<file path="src/rtl/interrupt_controller.sv">
// Vectored interrupt controller: edge-detects an active-low device request,
// latches per-vector pending bits and data words, and presents the lowest
// enabled pending vector to a CPU through an IDLE/REQ/SERVICE handshake.
module interrupt_controller #(
   parameter int DATA_W = 16
) (
   input  logic              clk,
   input  logic              rst,
   input  logic              srcIrq_n,
   input  logic [3:0]        srcIndex,
   input  logic [DATA_W-1:0] srcData,
   input  logic              maskWe,
   input  logic [15:0]       maskIn,
   input  logic              ovrClr,
   input  logic              cpuAck,
   input  logic              cpuEoi,
   output logic              cpuIrq,
   output logic [3:0]        cpuVector,
   output logic [DATA_W-1:0] cpuData,
   output logic [15:0]       pending,
   output logic              overrun
);

   typedef enum logic [1:0] {
      ST_IDLE    = 2'd0,
      ST_REQ     = 2'd1,
      ST_SERVICE = 2'd2
   } state_t;

   // Lowest set index of req; bit 4 flags that any bit was set.
   function automatic logic [4:0] find_winner(input logic [15:0] req);
      logic [4:0] res;
      res = 5'd0;
      for (int i = 15; i >= 0; i--) begin
         res = req[i] ? {1'b1, 4'(i)} : res;
      end
      return res;
   endfunction

   state_t            state_r, state_nxt_s;
   logic              prev_irq_r;
   logic [15:0]       mask_r;
   logic [15:0]       pending_r, pending_nxt_s;
   logic              overrun_r, overrun_nxt_s;
   logic              cpu_irq_r, cpu_irq_nxt_s;
   logic [3:0]        cpu_vector_r, cpu_vector_nxt_s;
   logic [DATA_W-1:0] cpu_data_r, cpu_data_nxt_s;
   logic [DATA_W-1:0] store_r [16];

   logic              event_s;
   logic              ack_s;
   logic [4:0]        winner_s;
   logic              win_valid_s;
   logic [3:0]        win_idx_s;
   logic              ovr_set_s;

   // A falling edge of the device request is one event; a held level is not.
   assign event_s     = prev_irq_r & ~srcIrq_n;
   assign winner_s    = find_winner(pending_r & mask_r);
   assign win_valid_s = winner_s[4];
   assign win_idx_s   = winner_s[3:0];

   assign cpuIrq    = cpu_irq_r;
   assign cpuVector = cpu_vector_r;
   assign cpuData   = cpu_data_r;
   assign pending   = pending_r;
   assign overrun   = overrun_r;

   // Handshake FSM next state and presented-vector registers.
   always_comb begin
      state_nxt_s      = state_r;
      cpu_irq_nxt_s    = cpu_irq_r;
      cpu_vector_nxt_s = cpu_vector_r;
      cpu_data_nxt_s   = cpu_data_r;
      ack_s            = 1'b0;
      case (state_r)
         ST_IDLE: begin
            if (win_valid_s) begin
               state_nxt_s      = ST_REQ;
               cpu_irq_nxt_s    = 1'b1;
               cpu_vector_nxt_s = win_idx_s;
               cpu_data_nxt_s   = store_r[win_idx_s];
            end else begin
               state_nxt_s      = ST_IDLE;
            end
         end
         ST_REQ: begin
            // Presented vector is frozen until the CPU accepts it.
            if (cpuAck) begin
               ack_s         = 1'b1;
               cpu_irq_nxt_s = 1'b0;
               state_nxt_s   = ST_SERVICE;
            end else begin
               state_nxt_s   = ST_REQ;
            end
         end
         ST_SERVICE: begin
            // No nesting: only EOI lets the next vector be presented.
            if (cpuEoi) begin
               state_nxt_s = ST_IDLE;
            end else begin
               state_nxt_s = ST_SERVICE;
            end
         end
         default: begin
            state_nxt_s   = ST_IDLE;
            cpu_irq_nxt_s = 1'b0;
         end
      endcase
   end

   // Pending and overrun next values; a new event beats a same-cycle ack clear.
   always_comb begin
      pending_nxt_s = pending_r;
      ovr_set_s     = 1'b0;
      if (ack_s) begin
         pending_nxt_s[cpu_vector_r] = 1'b0;
      end else begin
         pending_nxt_s = pending_r;
      end
      if (event_s) begin
         pending_nxt_s[srcIndex] = 1'b1;
         ovr_set_s = pending_r[srcIndex] & ~(ack_s && (cpu_vector_r == srcIndex));
      end else begin
         ovr_set_s = 1'b0;
      end
      if (ovr_set_s) begin
         overrun_nxt_s = 1'b1;
      end else if (ovrClr) begin
         overrun_nxt_s = 1'b0;
      end else begin
         overrun_nxt_s = overrun_r;
      end
   end

   // State, edge detector, mask, pending, overrun and CPU-facing registers.
   always_ff @(posedge clk or negedge rst) begin
      if (!rst) begin
         state_r      <= ST_IDLE;
         prev_irq_r   <= 1'b1;
         mask_r       <= 16'hFFFF;
         pending_r    <= 16'h0000;
         overrun_r    <= 1'b0;
         cpu_irq_r    <= 1'b0;
         cpu_vector_r <= 4'd0;
         cpu_data_r   <= '0;
      end else begin
         state_r      <= state_nxt_s;
         prev_irq_r   <= srcIrq_n;
         mask_r       <= maskWe ? maskIn : mask_r;
         pending_r    <= pending_nxt_s;
         overrun_r    <= overrun_nxt_s;
         cpu_irq_r    <= cpu_irq_nxt_s;
         cpu_vector_r <= cpu_vector_nxt_s;
         cpu_data_r   <= cpu_data_nxt_s;
      end
   end

   // Per-vector data store; the latest event's data always overwrites.
   always_ff @(posedge clk or negedge rst) begin
      if (!rst) begin
         for (int i = 0; i < 16; i++) begin
            store_r[i] <= '0;
         end
      end else if (event_s) begin
         store_r[srcIndex] <= srcData;
      end else begin
         store_r <= store_r;
      end
   end

endmodule

</file>
<file path="config.mk">
export PLATFORM = sky130hd
export DESIGN_NAME = interrupt_controller
export DESIGN_NICKNAME = d
export VERILOG_FILES = /design/src/rtl/interrupt_controller.sv
export SDC_FILE = /design/constraint.sdc
export NUM_CORES = 1
export LEC_CHECK = 0
export CAP_MARGIN = 25
export CORE_UTILIZATION = 55
export DETAILED_ROUTE_END_ITERATION = 12
export PLACE_DENSITY_LB_ADDON = 0.2
export SETUP_SLACK_MARGIN = 0.3
export SLEW_MARGIN = 20
export SYNTH_ARGS = -nofsm -noshare
export SYNTH_HDL_FRONTEND = slang
export SYNTH_SLANG_ARGS = --single-unit
export TNS_END_PERCENT = 100
</file>
<file path="constraint.sdc">
create_clock -name clk -period 2.7 [get_ports clk]
set_input_delay 0.27 -clock clk [delete_from_list [all_inputs] [get_ports clk]]
set_output_delay 0.27 -clock clk [all_outputs]
set_load 0.01 [all_outputs]
</file>
* Word-level counts from Yosys, hierarchy flattened
Cells that the tools add are included.
Storage, ports and cells: output and inout port bits 38, bits in registers 313
Cells by class: equal/unequal tests 5, order comparisons 7, reduce and logical (&&, ||, !) cells 8, mux-type cells 42, bitwise logic cells 11
Operator list (number):
- 256-bit bitwise mux | 1
- 16-bit two-way mux | 5
- 5-bit two-way mux | 16
- 16-bit binary-select mux with 4-bit select | 1
- 16-bit demux with 4-bit select | 1
- 16-bit bitwise AND | 2
- 16-bit inverter | 1
- 16-bit bitwise OR | 1
- 1-bit two-way mux | 11
- 5-bit >= comparator (second input constant) | 2
- 4-bit by 5-bit less-than comparator with 1-bit output (second input constant) | 2
- 4-bit inverter with 5-bit output | 2
- 1-bit demux with 4-bit select | 2
- 4-bit by 1-bit >= comparator with 1-bit output (second input constant) | 2
- 2-bit case mux with 3 select lines | 1
- 5-bit by 1-bit less-than comparator with 1-bit output (second input constant) | 1
- 1-bit binary-select mux with 4-bit select | 1
- 4-bit equality test | 1
- 1-bit logical AND | 4
- 2-bit two-way mux | 2
- 2-bit != test (second input constant) | 2
- 1-bit inverter | 3
- 1-bit case mux with 3 select lines | 1
- 3-bit AND reduction | 1
- 6 further kinds | 7

* Logic depth before layout (Yosys ltp)
depth after elaboration 21, depth in mapped cells 11, mapped depth without buffers 7

* Worst setup path after synthesis
No wires, ideal clock.
path type flip-flop to flip-flop, start reg mask_r[7], end reg cpu_data_r[10] (netlist: cpuData[10]), data arrival time 2.315 ns, setup time 0.131 ns, slack 0.253 ns, cell stages (with the launch flop) 11, clock period less this slack 2.447 ns, cells stage by stage dfstp_2 nand2_1 a32o_1 a221o_1 buf_6 o21a_1 buf_6 clkbuf_1 clkbuf_1 a211oi_1 nor4_2
Between the ends: longest elaborated chain between the ends 13, elaborated cells on any way between the ends 14, those cells by class mux: 11; bitwise: 2; reduce/logical: 1
RTL lines:
- from (decl) | RTL line 42 | logic [15:0] mask_r;
- from (signal assigned) | RTL line 150 | mask_r <= maskWe ? maskIn : mask_r;
- 16-bit bitwise AND (*) | RTL line 59 | assign winner_s = find_winner(pending_r & mask_r);
- 5-bit two-way mux (*) (8 in series) | RTL line 35 | res = req[i] ? {1'b1, 4'(i)} : res;
- 4-bit inverter with 5-bit output (not written as such) | RTL line 82 | cpu_data_nxt_s = store_r[win_idx_s];
- 16-bit binary-select mux with 4-bit select | RTL line 82
- 16-bit two-way mux (not written as such) (2 in series) | RTL line 82
- to (signal assigned) | RTL line 155 | cpu_data_r <= cpu_data_nxt_s;
- to (decl) | RTL line 47 | logic [DATA_W-1:0] cpu_data_r, cpu_data_nxt_s;
Mark *: on every way between the ends. The rest lies on a longest branch, timed or not. The select of a mux whose other input is x is not followed. A chain may end at the register's enable or synchronous reset.

* Worst setup path after layout
start reg mask_r[7], end reg cpu_data_r[7] (netlist: cpuData[7])
The elaborated chain is that of the path after synthesis.

==> flow_summary.ini <==
[die]
coreArea_sq_um = 26350
rows = 59
dieHeight_microns = 166.7
boundaryPins = 81
die_area_sq_um = 27780
die_w_microns = 166.7
start_util_pct = 56.59

[worst_setup_path]
path_common_cell = buf_12
path_delay_family = compound AO/OA/AOI/OAI gates
critPathArrivalTime_ns = 3.06
critical_path_class = reg2reg
critical_path.max_fanout = 22
cp_cell_sequence = nand2_2 -> a32o_1 -> a221o_2 -> buf_12 -> or2_2 -> buf_12 -> a221oi_1 -> o31a_1 -> nor4_2
timing.rr.end = cpuData[7]
cpMaxStageDelayCell = dfstp_2
start_kind = flop
rrSetupSlack_ns = 0.04
required_ns = 3.11
reg2regPathDepth = 9
crit_buf_inv = 2
r2r_start = mask_r[7]
endpoint_kind = flop
max_stage_delay_ns = 0.54

[routing]
dr.pass1.iters = 5
viasPerCell = 6.578
route.vias.total = 11030
routed_wl_mm = 43.19
drc = 0
ant_nets = 0
wl_per_cell_microns = 25.75
drt_iter0_markers = 1057

[clocking]
cts_sinks = 313
path_clk_slew_ns = 0.06
clockBufferDepth = 3
root_buffer = clkbuf_16
numCtsBuffers = 35
cts_tree = built
htree_num_levels = 2
clkLatencyLatePin_ns = 0.52

[timing]
slew_headroom_pct = 49.27
timing.final.crit_period_ns = 2.656
slew_viol_final = 0
worst_pin_slew_ns = 0.7610
rsz0062_at_grt = true
skew_ns = 0.01462
hold_violations = 0
setup_viol = 0
fin_crit_sh_pct = 98.37
timing.fmax_mhz = 376.5

[yosys]
synth.cell_area_sq_um = 14910
synth_edf_count = 0
yosysWarnings = 0
ys_seq_elements = 313
synthCells = 1217
yosysTopAreaCell = dfrtp_1
yosys-top-cells-area = dfrtp_1 (50%), mux2_2 (21%), o211ai_1 (3.1%), dfstp_2 (3.0%), nor4_1 (2.6%)
dominantRegCellSynth = dfrtp_1
synth_nets = 1260
syn_avg_cell_area_sq_um = 12.25
yosysTopAreaCellShare_pct = 49.66
seq_area_frac_synth_pct = 52.66
async_flop_share_pct = 100.0
synth_cell_type_count = 47

[global_routing]
gr-total-overflow = 0
grt_start_max_net_pins = 89
antenna_found_initial = 0
first_global_vias = 11170
grt_pass1_wl_mm = 65.65
grt_use_total_pct = 30.85

[worst_hold_path]
holdCritStartpoint = srcIrq_n
holdPathStages = 1
hp-class = in2reg
hold_end = prev_irq_r

[power]
peakVddDrop_uv = 777.0
power_density_nw_per_um2 = 1157
p_leak_uw = 0.008002

[final_layout]
utilization_pct = 69.76
n_antenna_cell = 0
area_growth_pct = 23.27
multi_input_area_sq_um = 6782
drive_gt1_share_pct = 37.93
fillers = 1872
regArea_sq_um = 7854
final_common_cell = dfrtp_1
nets = 1360
stdcell_count = 1677
final_cell_mix = dfrtp_1 (296), mux2_2 (276), clkdlybuf4s50_1 (79), o211ai_1 (62), nor4_1 (57)

[run_status]
status = finished, final reports clean

[job]
maxCapViolations = 0

[place]
place_inst = 1595
gp_congestion = 0.9286
hpwl_mm = 25.86
portBuffers = 80
==> Yosys cell counts, types with 2 or more instances <==
| cell | number |
|---|---|
| clkbuf_1 | 90 |
| a22oi_1 | 5 |
| o211ai_1 | 62 |
| mux2i_1 | 16 |
| a22o_1 | 5 |
| nand2_1 | 50 |
| a211oi_1 | 16 |
| dfstp_2 | 17 |
| a21o_1 | 3 |
| o31a_1 | 30 |
| nor2b_1 | 3 |
| or3_1 | 3 |
| nor4_2 | 15 |
| or2_2 | 2 |
| mux4_2 | 5 |
| nor3_1 | 3 |
| o2111ai_1 | 16 |
| buf_6 | 7 |
| inv_1 | 33 |
| buf_2 | 7 |
| and3_1 | 5 |
| nand3_1 | 4 |
| xor2_1 | 4 |
| o21a_1 | 3 |
| mux2_2 | 276 |
| and2_1 | 49 |
| a32o_1 | 2 |
| a221oi_1 | 30 |
| nand2b_1 | 10 |
| o21ai_0 | 18 |
| a21oi_1 | 9 |
| nor4_1 | 63 |
| dfrtp_1 | 296 |
| nor2_1 | 44 |
| buf_1 | 4 |
==> power by group <==
group | total, uW | switching, uW | internal [uW]
Sequential | 6740 | 942 | 5800
Clock | 4980 | 1900 | 3070
Combinational | 9560 | 5110 | 4460
==> how the worst max path moves through the flow <==
stage / from / to / slack [ns] / cells after the start
final: mask_r[7] / cpuData[7] / 0.04 / 9
after global routing: mask_r[7] / cpuData[7] / -0.002 / 11
after CTS: mask_r[7] / cpuData[9] / 0.13 / 9
after detailed placement: mask_r[7] / cpuData[9] / 0.05 / 8
after global placement: mask_r[7] / cpuData[11] / 0.14 / 8
after floorplan: mask_r[7] / cpuData[10] / 0.28 / 10
==> routing by layer <==
| layer | vias to the layer above | wire length (microns) | GRT usage, % |
|---|---|---|---|
| met5 | - | 0 | 0 |
| met4 | 0 | 1774 | 14.69 |
| met3 | 106 | 2503 | 4.373 |
| met2 | 446 | 21260 | 51.02 |
| met1 | 5735 | 17650 | 40.27 |
| li1 | 4744 | - | - |
==> logic make-up (layout without fill, tap and decap cells) <==
| group | Yosys count | after routing | synth area share (%) |
|---|---|---|---|
| buffers and inverters | 141 | 266 | 3.960 |
| DFF | 313 | 313 | 52.66 |
| AOI/OAI and AO/OA | 207 | 207 | 10.76 |
| xor gates and xnor gates | 4 | 4 | 0.2349 |
| muxes | 297 | 297 | 22.67 |
| and+or+nand+nor | 255 | 255 | 9.723 |
==> registers in the layout, summed over array words and instances (netlist names) <==
register and cells:
mask_r 16, cpuData 16, prev_irq_r 1, store_r 256, cpuVector 4, state_r 2, overrun 1, cpuIrq 1
pending 16
==> metrics by stage <==
stage | setup TNS, ns | power, uW | instance area, sq um | setup slack [ns] | hold slack [ns]
2_1_floorplan | 0 | 11210 | 14930 | 0.2847 | -0.02559
3_3_place_gp | 0 | 14160 | 16500 | 0.1379 | 0.3542
3_5_place_dp | 0 | 14360 | 16500 | 0.04848 | 0.3538
4_1_cts | 0 | 20260 | 18030 | 0.1331 | 0.2528
5_1_grt | -0.004401 | 22120 | 18390 | -0.002224 | 0.2749
6_report | 0 | 21280 | 18390 | 0.04403 | 0.2705
==> what timing repair did <==
action | 4_1_cts | 5_1_grt
hold endpoints to repair | 66 | 0
cloned | 5 | 6
hold buffers | 1 | 0
setup endpoints to repair | 16 | 16
pin swaps | 11 | 20
gates resized for setup | 18 | 35
buffers inserted | 6 | 2
==> layout make-up <==
| cell class | count | share of cell area (%) |
|---|---|---|
| Tap cell | 335 | 2.280 |
| Timing Repair Buffer | 171 | 10.88 |
| Clock buffer | 50 | 5.683 |
| Clock inverter | 12 | 0.8847 |
| Multi-Input combinational cell | 763 | 36.89 |
| Inverter | 33 | 0.6737 |
| Sequential cell | 313 | 42.72 |
Power figures use the tool's default switching activity.
